[src/rtl/seq_mult.sv]
// Radix-2 shift-and-add multiplier: one partial product per clock, one operation in flight.
// Latency WIDTH+1 cycles from accept to out_valid_o; DONE holds the product until out_ready_i.
module seq_mult #(
  parameter int WIDTH  = 8,
  parameter int SIGNED = 0
) (
  input  logic               clk_i,
  input  logic               rst_ni,
  input  logic               in_valid_i,
  output logic               in_ready_o,
  input  logic [WIDTH-1:0]   a_i,
  input  logic [WIDTH-1:0]   b_i,
  output logic               out_valid_o,
  input  logic               out_ready_i,
  output logic [2*WIDTH-1:0] p_o,
  output logic               busy_o
);

  localparam int CW = $clog2(WIDTH + 1);

  typedef enum logic [1:0] {IDLE, RUN, DONE} state_t;

  state_t               state, state_nxt;
  logic [2*WIDTH-1:0]   mcand, acc, p_q;
  logic [WIDTH-1:0]     mplier, a_mag, b_mag;
  logic [CW-1:0]        cnt;
  logic                 neg, neg_in, last, accept, step, finish;

  // Signed mode works on magnitudes; -2^(W-1) maps to 2^(W-1), which still fits unsigned W bits.
  always_comb begin
    a_mag  = a_i;
    b_mag  = b_i;
    neg_in = 1'b0;
    if (SIGNED != 0) begin
      if (a_i[WIDTH-1]) a_mag = -a_i;
      if (b_i[WIDTH-1]) b_mag = -b_i;
      neg_in = a_i[WIDTH-1] ^ b_i[WIDTH-1];
    end
  end

  assign last   = (cnt == CW'(WIDTH));
  assign accept = (state == IDLE) && in_valid_i;
  assign step   = (state == RUN) && !last;
  assign finish = (state == RUN) && last;

  always_ff @(posedge clk_i or negedge rst_ni) begin
    if (!rst_ni) state <= IDLE;
    else         state <= state_nxt;
  end

  always_comb begin
    state_nxt   = state;
    in_ready_o  = 1'b0;
    out_valid_o = 1'b0;
    busy_o      = 1'b0;
    case (state)
      IDLE: begin
        in_ready_o = 1'b1;
        if (in_valid_i) state_nxt = RUN;
      end
      RUN: begin
        busy_o = 1'b1;
        if (last) state_nxt = DONE;
      end
      DONE: begin
        out_valid_o = 1'b1;
        if (out_ready_i) state_nxt = IDLE;
      end
      default: state_nxt = IDLE;
    endcase
  end

  always_ff @(posedge clk_i or negedge rst_ni) begin
    if (!rst_ni) begin
      mcand  <= '0;
      mplier <= '0;
      acc    <= '0;
      cnt    <= '0;
      neg    <= 1'b0;
      p_q    <= '0;
    end else if (accept) begin
      mcand  <= {{WIDTH{1'b0}}, a_mag};
      mplier <= b_mag;
      acc    <= '0;
      cnt    <= '0;
      neg    <= neg_in;
    end else if (step) begin
      if (mplier[0]) acc <= acc + mcand;
      mcand  <= mcand << 1;
      mplier <= mplier >> 1;
      cnt    <= cnt + 1'b1;
    end else if (finish) begin
      // Sign fix happens on the DONE-entry edge; p_q then holds until the next completion.
      p_q <= neg ? -acc : acc;
    end
  end

  assign p_o = p_q;

endmodule
[config.mk]
export PLATFORM = sky130hd
export DESIGN_NAME = seq_mult
export DESIGN_NICKNAME = d
export VERILOG_FILES = /design/src/rtl/seq_mult.sv
export SDC_FILE = /design/constraint.sdc
export NUM_CORES = 1
export LEC_CHECK = 0
export ABC_AREA = 1
export CAP_MARGIN = 10
export CORE_AREA = 2 2 82 84
export CTS_CLUSTER_SIZE = 16
export DETAILED_ROUTE_END_ITERATION = 6
export DIE_AREA = 0 0 84 86
export PLACE_DENSITY_LB_ADDON = 0.15
export SYNTH_ARGS = -nofsm -noshare
export SYNTH_HDL_FRONTEND = slang
export SYNTH_SLANG_ARGS = --single-unit
[constraint.sdc]
create_clock -name clk_i -period 1.94 [get_ports clk_i]
set_input_delay 0.388 -clock clk_i [delete_from_list [all_inputs] [get_ports clk_i]]
set_output_delay 0.388 -clock clk_i [all_outputs]
set_load 0.005 [all_outputs]
* Yosys cells after proc, flatten, opt, wreduce, memory -nomap -nowiden
Cells that the tools add are included.
** Operators by class
- Add/sub/neg operators :: 2
- Multiply operators :: 0
- Div/mod/pow operators :: 0
- $lt $le $gt $ge :: 0
- Equality and inequality tests :: 6
- Shift-type cells :: 0
- Mux-type cells :: 16
- Bitwise logic cells :: 2
- Reductions and logical operators :: 10
** Operators with widths (number)
- 16-bit 2-to-1 mux :: 5
- 16-bit adder :: 1
- 8-bit 2-to-1 mux :: 2
- 4-bit 2-to-1 mux :: 2
- 2-bit 2-to-1 mux :: 3
- 2-bit inequality test, second input constant :: 3
- 2-bit one-hot mux with 3 select lines :: 1
- 3-bit AND reduction :: 2
- 4-bit by 1-bit adder with 4-bit output, second input constant :: 1
- 4-bit == test, second input constant :: 1
- 2-bit nonzero test :: 2
- 1-bit logical AND :: 3
- 1-bit 2-to-1 mux :: 3
- 2-bit by 1-bit == test with 1-bit output, second input constant :: 1
- 2-bit == test, second input constant :: 1
- 2-bit zero test :: 1
- 1-bit inverter :: 2
- 2-bit AND reduction :: 1
- 1-bit zero test :: 1
** Word-level totals
- Register bits after elaboration :: 62
- Latch bits :: 0
- Bits in writable memories :: 0
- ROM bits :: 0
- Bits of input ports :: 20
- Output and inout bits :: 19
- Logic and storage cells :: 42
- Memories kept :: 0

* Logic depth before layout (Yosys ltp)
- Word-level depth :: 5
- Mapped depth :: 11

* Least setup slack after synthesis
No wires, ideal clock.
- Kind :: register to register
- Start point :: register mcand[0]
- End point :: register acc[8]
- Arrival time :: 1.535 ns
- Data required time :: 1.814 ns
- Path slack :: 0.279 ns
- Cell stages (with the launch flop) :: 10
- Period minus slack after synthesis :: 1.661 ns
- Cell sequence :: dfrtp_1 -> ha_1 -> fa_1 -> nand2_1 -> nand2_1 -> and2_1 -> nand2_1 -> nand2_1 -> nor2_1 -> o22ai_2
** On the way
- Cells in the longest elaborated chain, start to end :: 4
** RTL lines
- from (decl) :: line 24 : logic [2*WIDTH-1:0] mcand, acc, p_q;
- from (signal assigned) :: line 82 : mcand <= {{WIDTH{1'b0}}, a_mag};
- from (signal assigned) :: line 89 : mcand <= mcand << 1;
- 16-bit adder :: line 88 : if (mplier[0]) acc <= acc + mcand;
- 16-bit 2-to-1 mux :: line 88
- 16-bit 2-to-1 mux :: line 87 : end else if (step) begin
- 16-bit 2-to-1 mux :: line 81 : end else if (accept) begin
- to (signal assigned) :: line 88
- to (decl) :: line 24
Every way passes these cells. The select of a mux whose other input is x is not followed.
A chain may end at the register's enable or synchronous reset.

* Final worst setup path
- Start point :: register state[0]
- End point :: output port in_ready_o
** On the way
- Cells in the longest elaborated chain, start to end :: 2
** RTL lines
- from (decl) :: line 23 : state_t state, state_nxt;
- from (signal assigned) :: line 48 : else state <= state_nxt;
- 2-bit zero test :: line 56 : case (state)
- 1-bit 2-to-1 mux :: line 56
- to (decl) :: line 10 : output logic in_ready_o,
Every way passes these cells.

==> flow_summary_export.csv <==
group,metric,value,unit
die,chipWidth,84,µm
critical_path,crit_path_top_delay_cell,"clkdlybuf4s50_1",
synth,avgSynthCellArea,8.22,µm²
clock_network,cts_root_buffer,"clkbuf_8",
synth,synthesis.nets,461,
grt,use_met1,28.9,%
pwr,leakagePower,2.14,nW
layout,final_cell_mix,"117 x nand2_1, 62 x inv_1, 62 x dfrtp_1",
pwr,vdd_drop_max,1030,µV
min_path,hold_class,"in2async",
route,vias,2836,
layout,nNetsFinal,510,
critical_path,slowest_delay,0.53,ns
grt,grt_overflow,0,
critical_path,cp.required,1.55,ns
die,core-area,6280,µm²
synth,yosys.cell_types.count,38,
critical_path,end_kind,"output pin",
layout,layout-drive-gt1-share,11.7,%
grt,grt_pass1_wl,12.7,mm
synth,syn_area,3480,µm²
synth,yosys_register_bits,62,
pwr,total_power,0.00635,W
synth,synth_area_leaders,"dfrtp_1 45%, nand2_1 13%, inv_1 6.7%",
flow_run,drv_cap,0,
synth,synth.top_cell.area_share,44.6,%
route,drt_iter0_drc,154,
timing,hold_viol,1,
timing,rsz0062_at_grt,"false",
synth,synth_edf_count,0,
timing,timing.hold.ws,-0.000368,ns
pwr,power_density,1520,nW/µm²
layout,fin_util,66.7,%
route,routed_wl,7.11,mm
layout,n_antenna_cell,0,
grt,antenna_found_initial,0,
die,rows,29,
critical_path,path_cells,"nor2_2 -> clkdlybuf4s50_1",
clock_network,cts_sinks,62,
grt,grt_usage,22.3,%
clock_network,clock_path_buffers,2,
timing,worstMarginPinSlew,0.501,ns
place,dp_hpwl,5.29,mm
timing,layout_min_cycle_time,1.88,ns
timing,fin_setup_tns,0,ns
outcome,violations,"hold timing",
place,port_buffers,38,
outcome,outcome,"complete, but fails checks",
clock_network,htree_levels,3,
timing,fin_skew,0.00633,ns
layout,areaGrowthSynthToFinish,20.4,%
critical_path,critPathLaunchType,"flop",
critical_path,critPathMaxFanout,4,
synth,async_reset_ff_share,100,%
route,via_per_inst,5.12,
layout,layout_commonest_cell,"nand2_1",
clock_network,cts_tree,"done",
timing,maxSlewViolCount,0,
route,drt_pre_antenna_iters,4,
clock_network,cts_made_buffers,9,
die,start_util,55.4,%
timing,maxSlewHeadroom,66.6,%
die,die_y,86,µm
grt,busiest_layer,"met2",
synth,synth_seq_area_share,44.6,%
synth,ys.flop_type,"dfrtp_1",
clock_network,clk_pin_slew,0.07,ns
route,ant_nets,0,
clock_network,insertion_delay,0.35,ns
timing,clock.fmax,0.532,GHz
grt,grt_use_met3,5.20,%
critical_path,path_class,"reg2out",
grt,grtUsageMet2,36.2,%
route,routedWlPerCell,12.8,µm
die,io_pins,39,
grt,grt_pass1_vias,2822,
place,globalplace.congestion,0.883,
critical_path,worstPathArrival,1.49,ns
synth,ys_warn_count,0,
critical_path,cp_num_buf_inv,1,
timing,setup_viol,0,
die,die_area,7220,µm²
critical_path,crit_family,"buffers and inverters",
synth,synth_cells,423,
timing,min_period_over_period,96.9,%
route,drc,0,
grt,grt_max_degree,43,
synth,synth_area_leader_cell,"dfrtp_1",
sequential cells by signal (all words and copies together), names as in the netlist:
signal / flops
p_o: 16
mplier: 8
mcand: 16
state: 2
acc: 16
cnt: 4
Yosys cell counts (2+ instances only):
| cell type | count |
|---|---|
| ha_1 | 17 |
| or2_2 | 2 |
| mux2_2 | 6 |
| inv_2 | 4 |
| a22oi_2 | 2 |
| o21ai_2 | 2 |
| o22ai_1 | 3 |
| buf_6 | 5 |
| o211ai_1 | 4 |
| xnor2_1 | 2 |
| o21ai_0 | 26 |
| clkbuf_1 | 2 |
| dfrtp_1 | 62 |
| xor2_1 | 2 |
| a21oi_1 | 18 |
| inv_1 | 62 |
| nor2_1 | 16 |
| nand2_1 | 118 |
| buf_2 | 3 |
| nor2_4 | 3 |
| nand2_4 | 3 |
| nor3_1 | 11 |
| o21ai_1 | 5 |
| nand3b_1 | 4 |
| nand3_1 | 24 |
| o31ai_1 | 5 |
metal layers:
layer / wire, µm / up-vias
met3: 268 / 13
met5: 0 / -
met4: 143 / 0
met2: 3360 / 52
li1: - / 1462
met1: 3340 / 1309
logic make-up (layout without fill, tap and decap cells):
logic type,Yosys count,after routing,share of synthesized area (%)
fa+ha+maj,18,18,6.69
xor+xnor,4,4,1.01
mux,7,7,2.27
flops,62,62,44.6
compound gates,70,70,12.4
simple gates,184,184,23.2
buf+inv,78,132,9.79
final timing paths:
check	from	endpoint	slack, ns	depth (start not counted)
worst min register to register	p_o[6]	p_o[6]	0.48	2
worst max-delay path	state[0]	in_ready_o	0.06	2
worst max register to register	mcand[0]	acc[8]	0.16	9
min in group clk_i	p_o[6]	p_o[6]	0.48	2
max in group asynchronous	rst_ni	acc[15]	1.35	2
worst min-delay path	rst_ni	p_o[2]	-0.0004	1
stage by stage:
step                instances  worst slack (ns)  instance area (µm²)
floorplan                 423             0.279                 3480
global placement          536             0.192                 3960
detailed placement        536             0.155                 3960
CTS                       552            0.0291                 4170
global route              554           0.00165                 4190
finish                    554            0.0609                 4190
layout make-up:
type                            count  area, µm²
Clock buffer                       10        128
Clock inverter                      6       86.3
Fill cell                         533       2090
Inverter                           67        254
Multi-Input combinational cell    283       1590
Sequential cell                    62       1550
Tap cell                           77       96.3
Timing Repair Buffer               49        483
power breakdown:
part / switching, W / leakage [nW] / total (W) / internal, W
combinational: 0.00165 / 1.21 / 0.00292 / 0.00128
clock: 0.000524 / 0.106 / 0.00124 / 0.000721
sequential: 0.000368 / 0.820 / 0.00218 / 0.00181
total: 0.00254 / 2.14 / 0.00635 / 0.00381
repair_timing:
action / CTS / global route
setup endpoints to repair: 0 / 3
hold buffers: 0 / 0
resized for setup: 0 / 1
setup buffers: 0 / 2
Note: power is estimated with default switching activity, not from simulation.
